--- src/rtl/fetch_pc_unit.sv ---
// fetch_pc_unit: program-counter / instruction-fetch sequencer for the CPU front end.
//
// Generates the instruction-ROM fetch address. Supports:
//   - NUM_EXC exception vectors
//   - a return-address stack, so exception handlers can nest
//   - a sticky halt state
//   - absolute or PC-relative branches
//
// Ports:
//   CLK        rising-edge clock
//   Init       asynchronous active-high reset
//   Branch     take a branch this cycle
//   Target     branch-target field from the instruction
//   Stall      hazard hold: PC and stack keep their values
//   done       program finished; enter the sticky halt state
//   exp_error  exception cause: 0 = none, 1..NUM_EXC = vector, larger = bad code
//   ExcRet     return from the current exception handler
//   PC         current fetch address
//   halted     high while in the halt state
//   exc_depth  return-stack occupancy
//   rs_ovf     sticky: a push was attempted while the stack was full
//   rs_unf     sticky: ExcRet was seen while the stack was empty
//   bad_exc    one-cycle pulse after an out-of-range exception code
module fetch_pc_unit #(
  parameter int unsigned PC_W       = 10,
  parameter int unsigned TGT_W      = 3,
  parameter int unsigned TGT_SHIFT  = 5,
  parameter int unsigned BR_MODE    = 0,
  parameter int unsigned NUM_EXC    = 2,
  parameter int unsigned EXC_W      = 2,
  parameter int unsigned EXC_BASE   = 256,
  parameter int unsigned EXC_STRIDE = 32,
  parameter int unsigned RS_DEPTH   = 4
) (
  input  logic                          CLK,
  input  logic                          Init,
  input  logic                          Branch,
  input  logic [TGT_W-1:0]              Target,
  input  logic                          Stall,
  input  logic                          done,
  input  logic [EXC_W-1:0]              exp_error,
  input  logic                          ExcRet,
  output logic [PC_W-1:0]               PC,
  output logic                          halted,
  output logic [$clog2(RS_DEPTH):0]     exc_depth,
  output logic                          rs_ovf,
  output logic                          rs_unf,
  output logic                          bad_exc
);

  localparam int unsigned SpW = $clog2(RS_DEPTH);

  typedef enum logic {StRun, StHalt} state_e;

  state_e          state_q, state_d;
  logic [PC_W-1:0] pc_q, pc_d;
  logic [SpW:0]    depth_q, depth_d;
  logic            ovf_q, ovf_d;
  logic            unf_q, unf_d;
  logic            bad_q, bad_d;

  // Stack contents need no reset: exc_depth alone decides which entries are live.
  logic [PC_W-1:0] stack_q [RS_DEPTH];
  logic            push;

  logic [PC_W-1:0] pc_inc;
  logic [PC_W-1:0] pc_vec;
  logic [PC_W-1:0] br_tgt;
  logic [SpW-1:0]  top_idx;
  logic [SpW-1:0]  push_idx;
  logic            exc_valid;
  logic            exc_bad;
  logic            stack_full;

  assign pc_inc     = pc_q + PC_W'(1);
  // Vector math is done directly at PC_W width, which truncates it modulo 2^PC_W.
  assign pc_vec     = PC_W'(EXC_BASE) + PC_W'(32'(exp_error) - 32'd1) * PC_W'(EXC_STRIDE);
  assign exc_valid  = (exp_error != '0) && (32'(exp_error) <= NUM_EXC);
  assign exc_bad    = 32'(exp_error) > NUM_EXC;
  assign stack_full = depth_q == (SpW+1)'(RS_DEPTH);
  assign top_idx    = SpW'(depth_q - (SpW+1)'(1));
  assign push_idx   = SpW'(depth_q);

  // Absolute mode zero-extends and scales the target; relative mode sign-extends it.
  always_comb begin
    br_tgt = '0;
    if (BR_MODE == 0) begin
      br_tgt = PC_W'(Target) << TGT_SHIFT;
    end else begin
      br_tgt = pc_q + {{(PC_W-TGT_W){Target[TGT_W-1]}}, Target};
    end
  end

  // Next-state logic. Only the highest-priority event acts; the rest are dropped.
  always_comb begin
    state_d = state_q;
    pc_d    = pc_q;
    depth_d = depth_q;
    ovf_d   = ovf_q;
    unf_d   = unf_q;
    bad_d   = 1'b0;
    push    = 1'b0;
    if (state_q == StRun) begin
      if (done) begin
        state_d = StHalt;
      end else if (Stall) begin
        // Hold everything; the hazard unit re-presents any dropped request.
      end else if (exc_valid) begin
        pc_d = pc_vec;
        if (stack_full) begin
          ovf_d = 1'b1;
        end else begin
          push    = 1'b1;
          depth_d = depth_q + (SpW+1)'(1);
        end
      end else if (exc_bad) begin
        bad_d = 1'b1;
      end else if (ExcRet) begin
        if (depth_q != '0) begin
          pc_d    = stack_q[top_idx];
          depth_d = depth_q - (SpW+1)'(1);
        end else begin
          unf_d = 1'b1;
          pc_d  = pc_inc;
        end
      end else if (Branch) begin
        pc_d = br_tgt;
      end else begin
        pc_d = pc_inc;
      end
    end
  end

  always_ff @(posedge CLK or posedge Init) begin
    if (Init) begin
      state_q <= StRun;
      pc_q    <= '0;
      depth_q <= '0;
      ovf_q   <= 1'b0;
      unf_q   <= 1'b0;
      bad_q   <= 1'b0;
    end else begin
      state_q <= state_d;
      pc_q    <= pc_d;
      depth_q <= depth_d;
      ovf_q   <= ovf_d;
      unf_q   <= unf_d;
      bad_q   <= bad_d;
    end
  end

  always_ff @(posedge CLK) begin
    if (push) begin
      stack_q[push_idx] <= pc_inc;
    end
  end

  assign PC        = pc_q;
  assign halted    = state_q == StHalt;
  assign exc_depth = depth_q;
  assign rs_ovf    = ovf_q;
  assign rs_unf    = unf_q;
  assign bad_exc   = bad_q;

endmodule

--- config.mk ---
export PLATFORM = sky130hd
export DESIGN_NAME = fetch_pc_unit
export DESIGN_NICKNAME = d
export VERILOG_FILES = /design/src/rtl/fetch_pc_unit.sv
export SDC_FILE = /design/constraint.sdc
export NUM_CORES = 1
export LEC_CHECK = 0
export ABC_CLOCK_PERIOD_IN_PS = 3200
export BUFFER_PORTS_ARGS = -buffer_cell sky130_fd_sc_hd__buf_2
export CELL_PAD_IN_SITES_DETAIL_PLACEMENT = 1
export CELL_PAD_IN_SITES_GLOBAL_PLACEMENT = 2
export CORE_MARGIN = 3
export CORE_UTILIZATION = 40
export CTS_CLUSTER_SIZE = 28
export DETAILED_ROUTE_END_ITERATION = 12
export GPL_TIMING_DRIVEN = 1
export PLACE_DENSITY = 0.72
export SYNTH_ARGS = -nofsm -noshare
export SYNTH_HDL_FRONTEND = slang
export SYNTH_SLANG_ARGS = --single-unit
--- constraint.sdc ---
create_clock -name CLK -period 3.2 [get_ports CLK]
set_clock_uncertainty 0.2 [all_clocks]
set_input_delay 0.16 -clock CLK [delete_from_list [all_inputs] [get_ports CLK]]
set_output_delay 0.16 -clock CLK [all_outputs]
set_load 0.03 [all_outputs]
# ---- Yosys cells after proc, flatten, opt, wreduce, memory -nomap -nowiden
# Memory sizes are Yosys's and may differ from the RTL's.
# Index checks and enable logic that the tools add are counted.
dict set report totals {
  ff_bits 17
  ramBits 40
  out_inout_bits 17
  word_cells 56
  n_memories 1
}
# memory words width read_ports rd_ports_with_merged_regs write_ports line_no
set mem_list {}
lappend mem_list {stack_q 4 10 1 0 1 63} ;# logic [PC_W-1:0] stack_q [RS_DEPTH];
dict set report classes {
  add_sub_neg 5
  magnitude_cmp 2
  eq_ne 3
  muxes 24
  n_bitwise 6
  n_reduce_logical 9
}
# op count
set ops {}
lappend ops {{$mux 10} 5}
lappend ops {{$mux 3} 5}
lappend ops {{$mux 1} 14}
lappend ops {{$reduce_and 7->1} 2}
lappend ops {{$add 10x1->10 const B} 1}
lappend ops {{$add 9x10->10 const A} 1}
lappend ops {{$not 1->1} 6}
lappend ops {{$reduce_bool 2->1} 3}
lappend ops {{$reduce_and 5->1} 1}
lappend ops {{$ne 2x2->1 const B} 2}
lappend ops {{$reduce_and 4->1} 1}
lappend ops {{$add 3x1->3 const B} 1}
lappend ops {{$eq 3x3->1 const B} 1}
lappend ops {{$reduce_bool 3->1} 1}
lappend ops {{$sub 2x1->3 const B} 1}
lappend ops {{$sub 3x1->3 const B} 1}
lappend ops {{$gt 2x2->1 const B} 1}
lappend ops {{$le 2x2->1 const B} 1}
lappend ops {{$logic_and 1x1->1} 1}

# ---- Depth between registers and ports, before layout
dict set report logic_depth {
  word_depth 8
  mapped_depth 8
  ltp_nobuf 6
}

# ---- Least setup slack after synthesis
# No wires, ideal clock.
dict set report synth_path {
  path_kind {register -> register}
  from {register depth_q[0], in the netlist exc_depth[0]}
  to {register pc_q[7], in the netlist PC[7]}
  setup_ns 0.122
  t_arrival_ns 2.106
  required_ns 2.878
  slack_ns 0.773
  stages_incl_launch_ff 9
  n_path_buf 2
  period_less_slack_ns 2.427
  cell_sequence {dfrtp_1 buf_6 inv_1 ha_1 buf_2 mux4_2 nand3_1 o311ai_1 a32o_1}
}
dict set report synth_via {
  elab_chain_len 6
}
# element line_no
set synth_rtl {}
lappend synth_rtl {{start, declared} 57} ;# logic [SpW:0] depth_q, depth_d;
lappend synth_rtl {{start signal, assigned} 145} ;# depth_q <= depth_d;
lappend synth_rtl {{$sub 3x1->3} --}
lappend synth_rtl {{$mem_v2 4x10} --}
lappend synth_rtl {{$mux 10 *} 119} ;# if (depth_q != '0) begin
lappend synth_rtl {{$mux 10 *} 118} ;# end else if (ExcRet) begin
lappend synth_rtl {{$mux 10 *} 116} ;# end else if (exc_bad) begin
lappend synth_rtl {{$mux 10 *} 108} ;# end else if (exc_valid) begin
lappend synth_rtl {{end signal, assigned} 144} ;# pc_q <= pc_d;
lappend synth_rtl {{end, declared} 56} ;# logic [PC_W-1:0] pc_q, pc_d;
# Every way passes the cells marked *; elsewhere a longest branch is shown, timed or not. The select of a mux whose other input is x is not followed.
# A chain may end at the register's enable or synchronous reset.

# ---- Worst setup path after layout
dict set report layout_path {
  from {input port done}
  to {memory stack_q[2][7] (enable)}
}
dict set report layout_via {
  elab_chain_len 4
}
# element line_no
set layout_rtl {}
lappend layout_rtl {{start, declared} 40} ;# input logic done,
lappend layout_rtl {{$mux 1} 104} ;# if (done) begin
lappend layout_rtl {{$mux 1} 103} ;# if (state_q == StRun) begin
lappend layout_rtl {{$mux 1} 153} ;# if (push) begin
lappend layout_rtl {{$mux 1 (implied by the code)} 154} ;# stack_q[push_idx] <= pc_inc;
lappend layout_rtl {{end, declared} 63}
# No other way between the ends.

==> qor.yml <==
netlist_area_um2: 2710
overflow: 0
drtAntennaViolNets: 0
grt_max_degree: 18
synth_edf_count: 40
synthTopCellsByArea: "edfxtp_1 (44%), dfrtp_1 (16%), mux4_2 (5.0%), ha_1 (4.2%), mux4_1 (3.9%)"
ys.flop_type: "edfxtp_1"
synth_top_area_cell: "edfxtp_1"
wire_per_inst_um: 22.5
rows: 29
final.fill_count: 655
grt_pass1_wl_um: 10800
hp-class: "primary input to register"
stdcell_area_um2: 3140
worstSetupPathType: "primary input to register"
p_sw_uw: 435
first_pass_iters: 4
cts.htree.levels: 3
seqPwrFrac_pct: 49.7
final_common_cell: "edfxtp_1"
synth.avg_cell_area_um2: 14.7
clk_pin_slew_ps: 70
wirelength_um: 6810
cap_viol_max_count: 0
place_congestion: 0.762
ir_drop_mv: 0.286
finish.utilization_pct: 48.6
cts_sinks: 57
cp-start-kind: "primary input"
synth.top_cell.area_share_pct: 44.3
status: "completed"
fp.coreArea_um2: 6460
port_buffers: 27
clock-root-buffer: "clkbuf_8"
switching_share_pct: 26.1
setup_viol: 0
maxSlewViolCount: 0
power.density_nw_per_um2: 532
drc: 0
worstHoldStart: "Stall"
cp_max_fo: 10
power_frac_comb_pct: 11.1
synth_cell_types: 46
fin_nets: 241
cellLeakagePower_nw: 1.24
cts_buffers: 9
insertion_delay_ps: 340
clockPowerShare_pct: 39.3
start_util_pct: 42.0
cts_resized: 0
timing.final.crit_share_pct: 75.2
antenna_found_initial: 0
die_h_um: 88.4
die_w_um: 88.4
diodes: 0
cell_internal_pwr_mw: 1.23
tightest_slew_ps: 723
relSlewSlack_pct: 51.8
placed_cell_area_um2: 2920
crit_path_end_kind: "register"
grt_usage_pct: 19.5
rsz0062_at_grt: "no"
most-common-layout-cells: "edfxtp_1 (40), buf_2 (27), dfrtp_1 (17)"
dieArea_um2: 7810
viasPerCell: 5.72
async_reset_ff_share_pct: 29.8
ioPinCount: 28
final_layout_size_suffix_gt1_share_pct: 26.1
yosysWarnings: 0
reg2reg_from: "exc_depth[1]"
fin_crit_ps: 2410
startpoint: "done"
drtIter0Drc: 139
grt_pass1_vias: 1856
synthesis.nets: 205
routed-via-count: 1733
power_mw: 1.67
synthCells: 185
cts_setup_buffers: 0
hold_violations: 0
ys_seq_elements: 57
area_delta_synth_final_pct: 15.8
crit_required_ps: 2970
clk_path_buf_depth: 2
tns_ps: 0
fmaxAchievable_mhz: 416
cp_data_arrival_time_ps: 2180
synth_seq_area_share_pct: 60.0
cts_tree: "done"
dp_hpwl_um: 5010
-- logic make-up after synthesis --
group / Yosys count / synth area share (%)
flip-flops: 57 / 60.0
buffers and inverters: 18 / 3.27
multiplexers: 14 / 10.3
AND/OR/NAND/NOR: 45 / 9.46
XOR/XNOR: 11 / 3.55
adder cells (fa/ha/maj): 9 / 4.15
AO/OA/AOI/OAI: 31 / 9.27
-- power groups by stage --
stage               clock, mW  combinational, mW  sequential, mW
CTS                     0.671              0.189           0.829
floorplan                   0              0.103           0.862
global placement            0              0.183           0.844
detailed placement          0              0.185           0.844
finish                  0.656              0.185           0.829
global route            0.708              0.202           0.831
-- state kept, by name, indices dropped and copies added (netlist names) --
signal	flops
PC	10
bad_exc	1
exc_depth	3
halted	1
rs_ovf	1
rs_unf	1
stack_q	40
-- metal layers --
metal	routed length (um)	vias up	GRT usage, %	share of wire (%)
li1	-	798	-	-
met1	2990	879	25.2	44
met2	3410	44	31.8	50
met3	286	12	4.28	4.2
met4	112	0	7.97	1.6
met5	0	-	0	0
-- Yosys cell counts, drive strengths merged, types with 2 or more instances --
cell	count
a21oi	5
a221o	2
a22o	4
a31o	3
a32oi	2
and2	5
buf	7
dfrtp	17
edfxtp	40
ha	9
inv	10
mux2i	4
mux4	10
nand2	7
nand2b	3
nand3	9
nand4	5
nor2	3
nor2b	3
nor3	2
o22ai	2
o41ai	2
or2	2
xnor2	7
xor2	4
-- path summary, 6_finish.rpt --
check                                 to  slack (ps)  cells after the start
min in group asynchronous         halted         280                      3
hold / removal                   bad_exc          30                      3
max in group asynchronous          PC[0]        2060                      3
hold reg to reg                   rs_ovf         270                      1
setup / recovery           stack_q[2][7]         790                      6
setup reg to reg                   PC[5]         860                      6
-- area by class of cell --
cell class | count | area, um2 | share of cell area (%)
flip-flops and latches | 57 | 1630 | 51.8
multi-input cells | 110 | 997 | 31.8
repair buffers | 33 | 188 | 5.98
clock buffers | 9 | 124 | 3.94
well taps | 77 | 96.3 | 3.07
clock inverters | 7 | 71.3 | 2.27
inverters | 10 | 37.5 | 1.20
-- what timing repair did --
action,CTS,global route
endpoints found under the setup margin,0,0
hold buffers,3,0
hold endpoints to repair,19,0
-- metrics by stage --
| step | worst slack (ps) | instances | hold slack, ps |
|---|---|---|---|
| 5_1_grt | 597 | 303 | 57.7 |
| 3_5_place_dp | 812 | 284 | 116 |
| 3_3_place_gp | 904 | 284 | 114 |
| 4_1_cts | 800 | 303 | 12.5 |
| 2_1_floorplan | 773 | 185 | -114 |
| 6_report | 793 | 303 | 30.5 |
-- worst max-delay path, stage by stage --
cell,delay (ps)
dlygate4sd3_1,540
buf_2,140
nor3_1,410
nand2_1,170
a21oi_1,230
and2_1,520
(Power assumes the default switching activity.)
